===== src/rtl/uart_tx_fifo.sv =====
// uart_tx_fifo: buffered UART transmitter. Frames are sent back-to-back while the FIFO holds data.
// Optional parity bit when UART_TX_PARITY_EN is defined. The port list is the same in both builds.
// Ports:
//   clk, rst   clock, synchronous active-high reset
//   data       word to enqueue (DATA_BITS wide)
//   valid      push request, accepted when valid && ready
//   ready      FIFO not full (registered)
//   parity_odd 1 = odd parity, 0 = even (used only with UART_TX_PARITY_EN)
//   tx         serial line, idle high
//   busy       frame in progress
//   fifo_level entries queued
module uart_tx_fifo #(
  parameter int CLK_FREQ   = 27,
  parameter int BAUD       = 115200,
  parameter int DATA_BITS  = 8,
  parameter int STOP_BITS  = 1,
  parameter int FIFO_DEPTH = 16
) (
  input  logic                          clk,
  input  logic                          rst,
  input  logic [DATA_BITS-1:0]          data,
  input  logic                          valid,
  output logic                          ready,
  input  logic                          parity_odd,
  output logic                          tx,
  output logic                          busy,
  output logic [$clog2(FIFO_DEPTH):0]   fifo_level
);

  localparam int CYCLE = CLK_FREQ * 1000000 / BAUD;
  localparam int AW    = $clog2(FIFO_DEPTH);
  localparam int LW    = AW + 1;

  localparam logic [15:0] BIT_END  = 16'(CYCLE - 1);
  localparam logic [15:0] STOP_END = 16'(STOP_BITS * CYCLE - 1);
  localparam logic [2:0]  LAST_BIT = 3'(DATA_BITS - 1);

  typedef enum logic [2:0] {
    IDLE,
    START,
    DATA,
    PARITY,
    STOP
  } state_t;

  state_t state, state_n;

  logic [DATA_BITS-1:0] mem [FIFO_DEPTH];
  logic [AW-1:0]        wptr, rptr;
  logic [LW-1:0]        level, level_n;
  logic                 push, pop;
  logic [DATA_BITS-1:0] shreg;
  logic [15:0]          cnt;
  logic [2:0]           bit_idx;
  logic                 bit_end;
  logic                 tx_n;

`ifdef UART_TX_PARITY_EN
  logic par_odd;
`else
  logic unused_parity;
  assign unused_parity = parity_odd;
`endif

  assign push       = valid && ready;
  assign busy       = (state != IDLE);
  assign fifo_level = level;
  assign bit_end    = (cnt == BIT_END);
  assign level_n    = level + LW'(push) - LW'(pop);

  // FIFO storage, no reset needed on the array
  always_ff @(posedge clk) begin
    if (push) begin
      mem[wptr] <= data;
    end
  end

  always_ff @(posedge clk) begin
    if (rst) begin
      wptr  <= '0;
      rptr  <= '0;
      level <= '0;
      ready <= 1'b0;
    end else begin
      if (push) begin
        wptr <= wptr + 1'b1;
      end
      if (pop) begin
        rptr <= rptr + 1'b1;
      end
      level <= level_n;
      ready <= (level_n < LW'(FIFO_DEPTH));
    end
  end

  // Head word and its parity mode are frozen for the whole frame
  always_ff @(posedge clk) begin
    if (pop) begin
      shreg   <= mem[rptr];
`ifdef UART_TX_PARITY_EN
      par_odd <= parity_odd;
`endif
    end
  end

  always_comb begin
    state_n = state;
    pop     = 1'b0;
    unique case (state)
      IDLE: begin
        if (level != '0) begin
          pop     = 1'b1;
          state_n = START;
        end
      end
      START: begin
        if (bit_end) begin
          state_n = DATA;
        end
      end
      DATA: begin
        if (bit_end && bit_idx == LAST_BIT) begin
`ifdef UART_TX_PARITY_EN
          state_n = PARITY;
`else
          state_n = STOP;
`endif
        end
      end
`ifdef UART_TX_PARITY_EN
      PARITY: begin
        if (bit_end) begin
          state_n = STOP;
        end
      end
`endif
      STOP: begin
        // Chain straight into the next start bit when data is waiting
        if (cnt == STOP_END) begin
          if (level != '0) begin
            pop     = 1'b1;
            state_n = START;
          end else begin
            state_n = IDLE;
          end
        end
      end
      default: begin
        state_n = IDLE;
      end
    endcase
  end

  always_comb begin
    tx_n = 1'b1;
    unique case (state)
      START:  tx_n = 1'b0;
      DATA:   tx_n = shreg[bit_idx];
`ifdef UART_TX_PARITY_EN
      PARITY: tx_n = ^shreg ^ par_odd;
`endif
      default: tx_n = 1'b1;
    endcase
  end

  always_ff @(posedge clk) begin
    if (rst) begin
      state   <= IDLE;
      cnt     <= '0;
      bit_idx <= '0;
      tx      <= 1'b1;
    end else begin
      state <= state_n;
      tx    <= tx_n;
      if (state_n != state || state == IDLE ||
          (state == DATA && bit_end)) begin
        cnt <= '0;
      end else begin
        cnt <= cnt + 16'd1;
      end
      if (state != DATA) begin
        bit_idx <= '0;
      end else if (bit_end) begin
        bit_idx <= bit_idx + 3'd1;
      end
    end
  end

endmodule

===== config.mk =====
export PLATFORM = sky130hd
export DESIGN_NAME = uart_tx_fifo
export DESIGN_NICKNAME = d
export VERILOG_FILES = /design/src/rtl/uart_tx_fifo.sv
export SDC_FILE = /design/constraint.sdc
export NUM_CORES = 1
export LEC_CHECK = 0
export CORE_MARGIN = 2
export CORE_UTILIZATION = 55
export DETAILED_ROUTE_END_ITERATION = 8
export HOLD_SLACK_MARGIN = 0.15
export PLACE_DENSITY = 0.85
export SLEW_MARGIN = 5
export SYNTH_ARGS = -nofsm -noshare
export SYNTH_HDL_FRONTEND = slang
export SYNTH_SLANG_ARGS = --single-unit

===== constraint.sdc =====
create_clock -name clk -period 3.2 [get_ports clk]
set_input_delay 0.64 -clock clk [delete_from_list [all_inputs] [get_ports clk]]
set_output_delay 0.64 -clock clk [all_outputs]
set_load 0.005 [all_outputs]

== Word-level counts from Yosys, hierarchy flattened ==
Memories as Yosys holds them, arrays and structs flattened. A register that Yosys moved wholly into a read port is not among the register bits.
Index checks and enable logic that the tools add are counted.
Operators by class
  $add $sub $neg: 6
  $lt $le $gt $ge: 2
  equality and inequality tests: 7
  muxes and demuxes: 14
  reduce and logical (&&, ||, !) cells: 10
Operator list (count)
  $add 16x1->16 const B: 1
  $eq 16x8->1 const B: 1
  $mux 3: 4
  $pmux 3 s4: 1
  $add 4x1->4 const B: 2
  $eq 3x3->1 const B: 2
  $mux 1: 6
  $add 5x1->5: 1
  $lt 5x5->1 const B: 1
  $reduce_bool 5->1: 1
  $sub 5x1->5: 1
  $lt 3x4->1 const B: 1
  $pmux 1 s2: 2
  $reduce_or 2->1: 2
  $add 3x1->3 const B: 1
  $bmux 1 s3: 1
  $eq 3x1->1 const B: 1
  $eq 3x2->1 const B: 1
  $logic_and 1x1->1: 3
  $logic_not 3->1: 1
  $ne 3x2->1 const B: 1
  $ne 3x3->1: 1
  $reduce_bool 3->1: 1
  $logic_or 1x1->1: 2
Word-level totals
  flip-flop bits (word level): 37
  memory bits (writable): 128
  input port bits: 12
  output and inout bits: 8
  word-level logic and storage cells: 48
  memories kept: 1
Memories
  mem: depth 16, width 8, read ports 1, clocked after Yosys merged registers in 1, wr ports 1, line 48  | logic [DATA_BITS-1:0] mem [FIFO_DEPTH];

== Depth between registers and ports, before layout ==
Gate-level depths: netlist (run 1).
  depth after elaboration: 8
  depth in mapped cells: 14
  mapped depth without buffers: 13

== Worst setup path after synthesis (run 1) ==
Ideal clock, no wire load.
  path kind: flip-flop to flip-flop
  start: reg cnt[9]
  end: reg level[4], in the netlist fifo_level[4]
  setup time: 0.126 ns
  arrival time: 3.078 ns
  data required time: 3.074 ns
  setup slack: -0.005 ns
  stages on the path, launching flop included: 12
  path buffers: 0
  clock period less this slack: 3.205 ns
  cell sequence: dfxtp_1 -> or4_4 -> o41a_1 -> nor2_1 -> ha_1 -> inv_1 -> ha_1 -> fa_1 -> a21oi_1 -> o21bai_1 -> xnor2_1 -> nor2b_1
On the way
  longest elaborated chain between the ends: 4
Ends and longest elaborated chain
  start, declared: line 53  | logic [15:0] cnt;
  start signal, assigned: line 179  | cnt <= cnt + 16'd1;
  $eq 16x8->1: line 139  | if (cnt == STOP_END) begin
  $mux 1: line 139
  $pmux 1 s2: line 109  | unique case (state)
  net pop: line 51  | logic push, pop;
  $sub 5x1->5: line 69  | assign level_n = level + LW'(push) - LW'(pop);
  end signal, assigned: line 91  | level <= level_n;
  end, declared: line 50  | logic [LW-1:0] level, level_n;
The timed path passes the listed nets, and every way through them passes these cells.
A chain may end at the register's enable or synchronous reset.

== Worst setup path after layout (run 1) ==
Same ends and word-level chain as after synthesis.

==> results of run 1 <==
## state kept, by name (all words and copies together), names as in the netlist, 3 cells and up
name	count
wptr	4
state	3
rptr	4
bit_idx	3
shreg	8
fifo_level	5
cnt	16
mem	128
## repair_timing
action                     CTS  global route
hold endpoints to repair     0             0
setup buffers                0             0
setup endpoints to repair    0             2
gates resized for setup      0             1
## path summary, 6_finish.rpt
check / startpoint / to / slack, ps
min: cnt[0] / cnt[0] / 500
max reg2reg: cnt[9] / fifo_level[4] / 210
max: cnt[9] / fifo_level[4] / 210
min reg2reg: cnt[0] / cnt[0] / 500
## final cells by class
type	count	share of cell area (%)
inverters	14	0.649
multi-input cells	226	25.2
flip-flops and latches	173	59.6
repair buffers	45	4.73
well taps	172	2.66
clock inverters	15	1.88
clock buffers	17	5.25
## stage by stage
step	cells	hold slack [ps]	util, %	power [mW]
floorplan	433	455	-	3.64
global placement	630	480	60.0	3.96
detailed placement	630	491	60.0	4.02
CTS	662	507	64.7	6.03
global route	662	541	64.7	6.27
finish	662	497	64.7	6.00
## cell families after synthesis
group / Yosys count / synth area share (%)
DFF: 173 / 68.9
xor gates and xnor gates: 23 / 2.88
AOI/OAI and AO/OA: 37 / 3.95
adders and majority gates: 16 / 2.96
muxes: 37 / 11.4
and+or+nand+nor: 113 / 7.89
buffers and inverters: 34 / 2.07
## worst register-to-register path: stages, from the launching register on
cell and delay [ps]:
dfxtp_1 360, or4_4 570, o41a_1 460, nor2_2 130, ha_1 140, inv_1 40
ha_1 200, fa_1 420, a21oi_1 150, o21bai_1 100, xnor2_1 220, nor2b_1 140
## Yosys cell counts, drive strengths merged
cell     instances
o41a             1
a21o             1
mux2             1
nand2           20
o221ai           1
a22oi           16
fa               1
nand4bb          1
clkbuf          13
o22ai            1
nor2b            6
mux4            34
nor3            11
or4              5
nand4            5
o21a             2
nor4b            1
nand2b           2
nand3b           1
dfxtp           37
a21oi            8
o21ai            2
or3              3
xnor2           15
and2             2
nor2            44
xor2             8
o41ai            2
mux2i            2
nor4             4
buf              7
inv             14
ha              15
o21bai           1
nand3            7
edfxtp         136
o31ai            2
and4             1
## per-layer routing
layer  track usage [%]  up-vias  routed length, microns
li1                  -     1753                       -
met2              37.3      108                    7070
met5                 0        -                       0
met3              5.77       12                     722
met1              26.1     1896                    5100
met4              8.47        0                     187
## power groups by stage
stage	registers (mW)	clock network (mW)	logic (mW)
floorplan	2.69	0	0.955
CTS	2.70	2.04	1.29
global placement	2.74	0	1.22
detailed placement	2.75	0	1.27
finish	2.70	2.02	1.28
global route	2.72	2.15	1.40
==> metrics.md, run 1 <==
| Metric | Value |
|---|---|
| GRT overflow | `0` |
| Worst hold path cell count | `1` |
| Largest delay contributor family on the critical path | `simple AND/OR/NAND/NOR gates` |
| DR vias | `3769` |
| DRC Markers | `0` |
| Setup TNS | `0 ps` |
| Post-synth net total | `461` |
| Cell leakage power | `between 2 and 3 nW` |
| CP arrival | `3350 ps` |
| GP Congestion | `between 0.7 and 0.8` |
| Min Tclk post-route | `2990 ps` |
| Worst path depth | `11` |
| Final Cell Area | `8100 sq um` |
| H-tree Lvls | `4` |
| DP HPWL | `around 8700 microns` |
| Site Rows | `41` |
| Internal | `between 4 and 5 mW` |
| CP bufs+invs | `1` |
| Vias per cell | `5.69` |
| Required time worst endpoint | `3570 ps` |
| Final WS setup | `roughly 210 ps` |
| Crit end category | `register` |
| Worst-path maximum fanout | `6` |
| Worst vdd ir | `0.570 mV` |
| Yosys top cell by area | `edfxtp_1` |
| Commonest non-fill, non-tap cells in the layout | `edfxtp_1, nor2_1, dfxtp_1` |
| Seq/Total Area, Yosys | `68.9%` |
| Status | `finished clean` |
| Commonest non-fill, non-tap cell in the layout | `edfxtp_1` |
| Crit-path cells | `or4_4 > o41a_1 > nor2_2 > ha_1 > inv_1 > ha_1 > fa_1 > a21oi_1 > o21bai_1 > xnor2_1 > nor2b_1` |
| Worst-Margin Slew | `721 ps` |
| Area used by multi-input combinational logic | `slightly above 2000 sq um` |
| Power per Cell Area | `approximately 740 nW/um^2` |
| First-pass GRT wire length | `21000 microns` |
| R2r worst-path depth | `11` |
| Nets@finish | `505` |
| Die area | `roughly 14000 sq um` |
| RSZ-0062 raised after global routing | `no` |
| WL/cell | `between 15 and 20 microns` |
| Hold Vio Cnt, Final | `0` |
| I/O pin count | `20` |
| Core area | `12500 sq um` |
| Max Cap Violations | `0` |
| CTS Hold Bufs | `0` |
| Starting Density | `56.0%` |
| Yosys reg bits | `173` |
| Gr usage total | `21.6%` |
| Final setup vio count | `0` |
| Yosys top cell area share | `58.3%` |
| Most numerous cell on the critical path | `ha_1` |
| Post-route clock period utilization | `about 93%` |
| Worst path max stage delay | `570 ps` |
| Highest Clock Rate | `335 MHz` |
| Hold WC Path Type | `register to register` |
| Mean Syn Cell Area | `16.2 sq um` |
| Worst setup SP type | `register` |
| Final wirelength | `roughly 13000 microns` |
| Synth cell types | `just over 40` |
| Critical path type | `register to register` |
| Area grow syn2layout | `15.6%` |
| CTS Root Buffer Type | `clkbuf_16` |
| Dpl cell area | `7510 sq um` |
| CTS clk-pin slew, worst paths | `approximately 70 ps` |
| CTS max path bufs | `2` |
| Number of global-route vias before repair | `3894` |
| Worst relative slew slack | `slightly above 50%` |
| CTS tree | `yes` |
| Initial antenna violation count | `0` |
| Setup Slack @ Placement | `177 ps` |
| Clock Skew | `roughly 8.4 ps` |
| Clock Sinks | `173` |
| Die height | `~120 microns` |
| Cell count after synthesis | `433` |
| Comb pwr share | `21.4%` |
| Pins Over Slew Limit | `0` |
| CTS Buf Count | `17` |
| Diode count | `0` |
| Mapped cell area | `7010 sq um` |
| Fillers | `854` |
| FF+latch area | `approximately 4800 sq um` |
| I/O Buffers | `18` |
| Number of synthesis warnings | `0` |
| ANT nets after route | `0` |
| Fraction of layout cells with a size suffix above 1 | `20.4%` |
| Switch share | `around 27%` |
| Clock power frac | `33.6%` |
| Pre-Repair DR Iteration Count | `4` |
| Sw power | `1.64 mW` |
| Clock Latency Late Sink | `430 ps` |
| Die W | `117 microns` |
| Initial DRC count | `around 370` |
| Sequential Power Share | `45.0%` |
| Slowest CP cell | `or4_4` |
| Largest net degree at the start of global routing | `36` |
| Main area contributors after synthesis | `edfxtp_1, mux4_2, dfxtp_1` |
Note: power is estimated with default switching activity, not from simulation.
==> run 2: changes to the inputs <==
Settings changed: CAP_MARGIN from default to 10.
==> results of run 2 <==
Same layout as run 1: the final DEF is identical, and so are final timing and power.
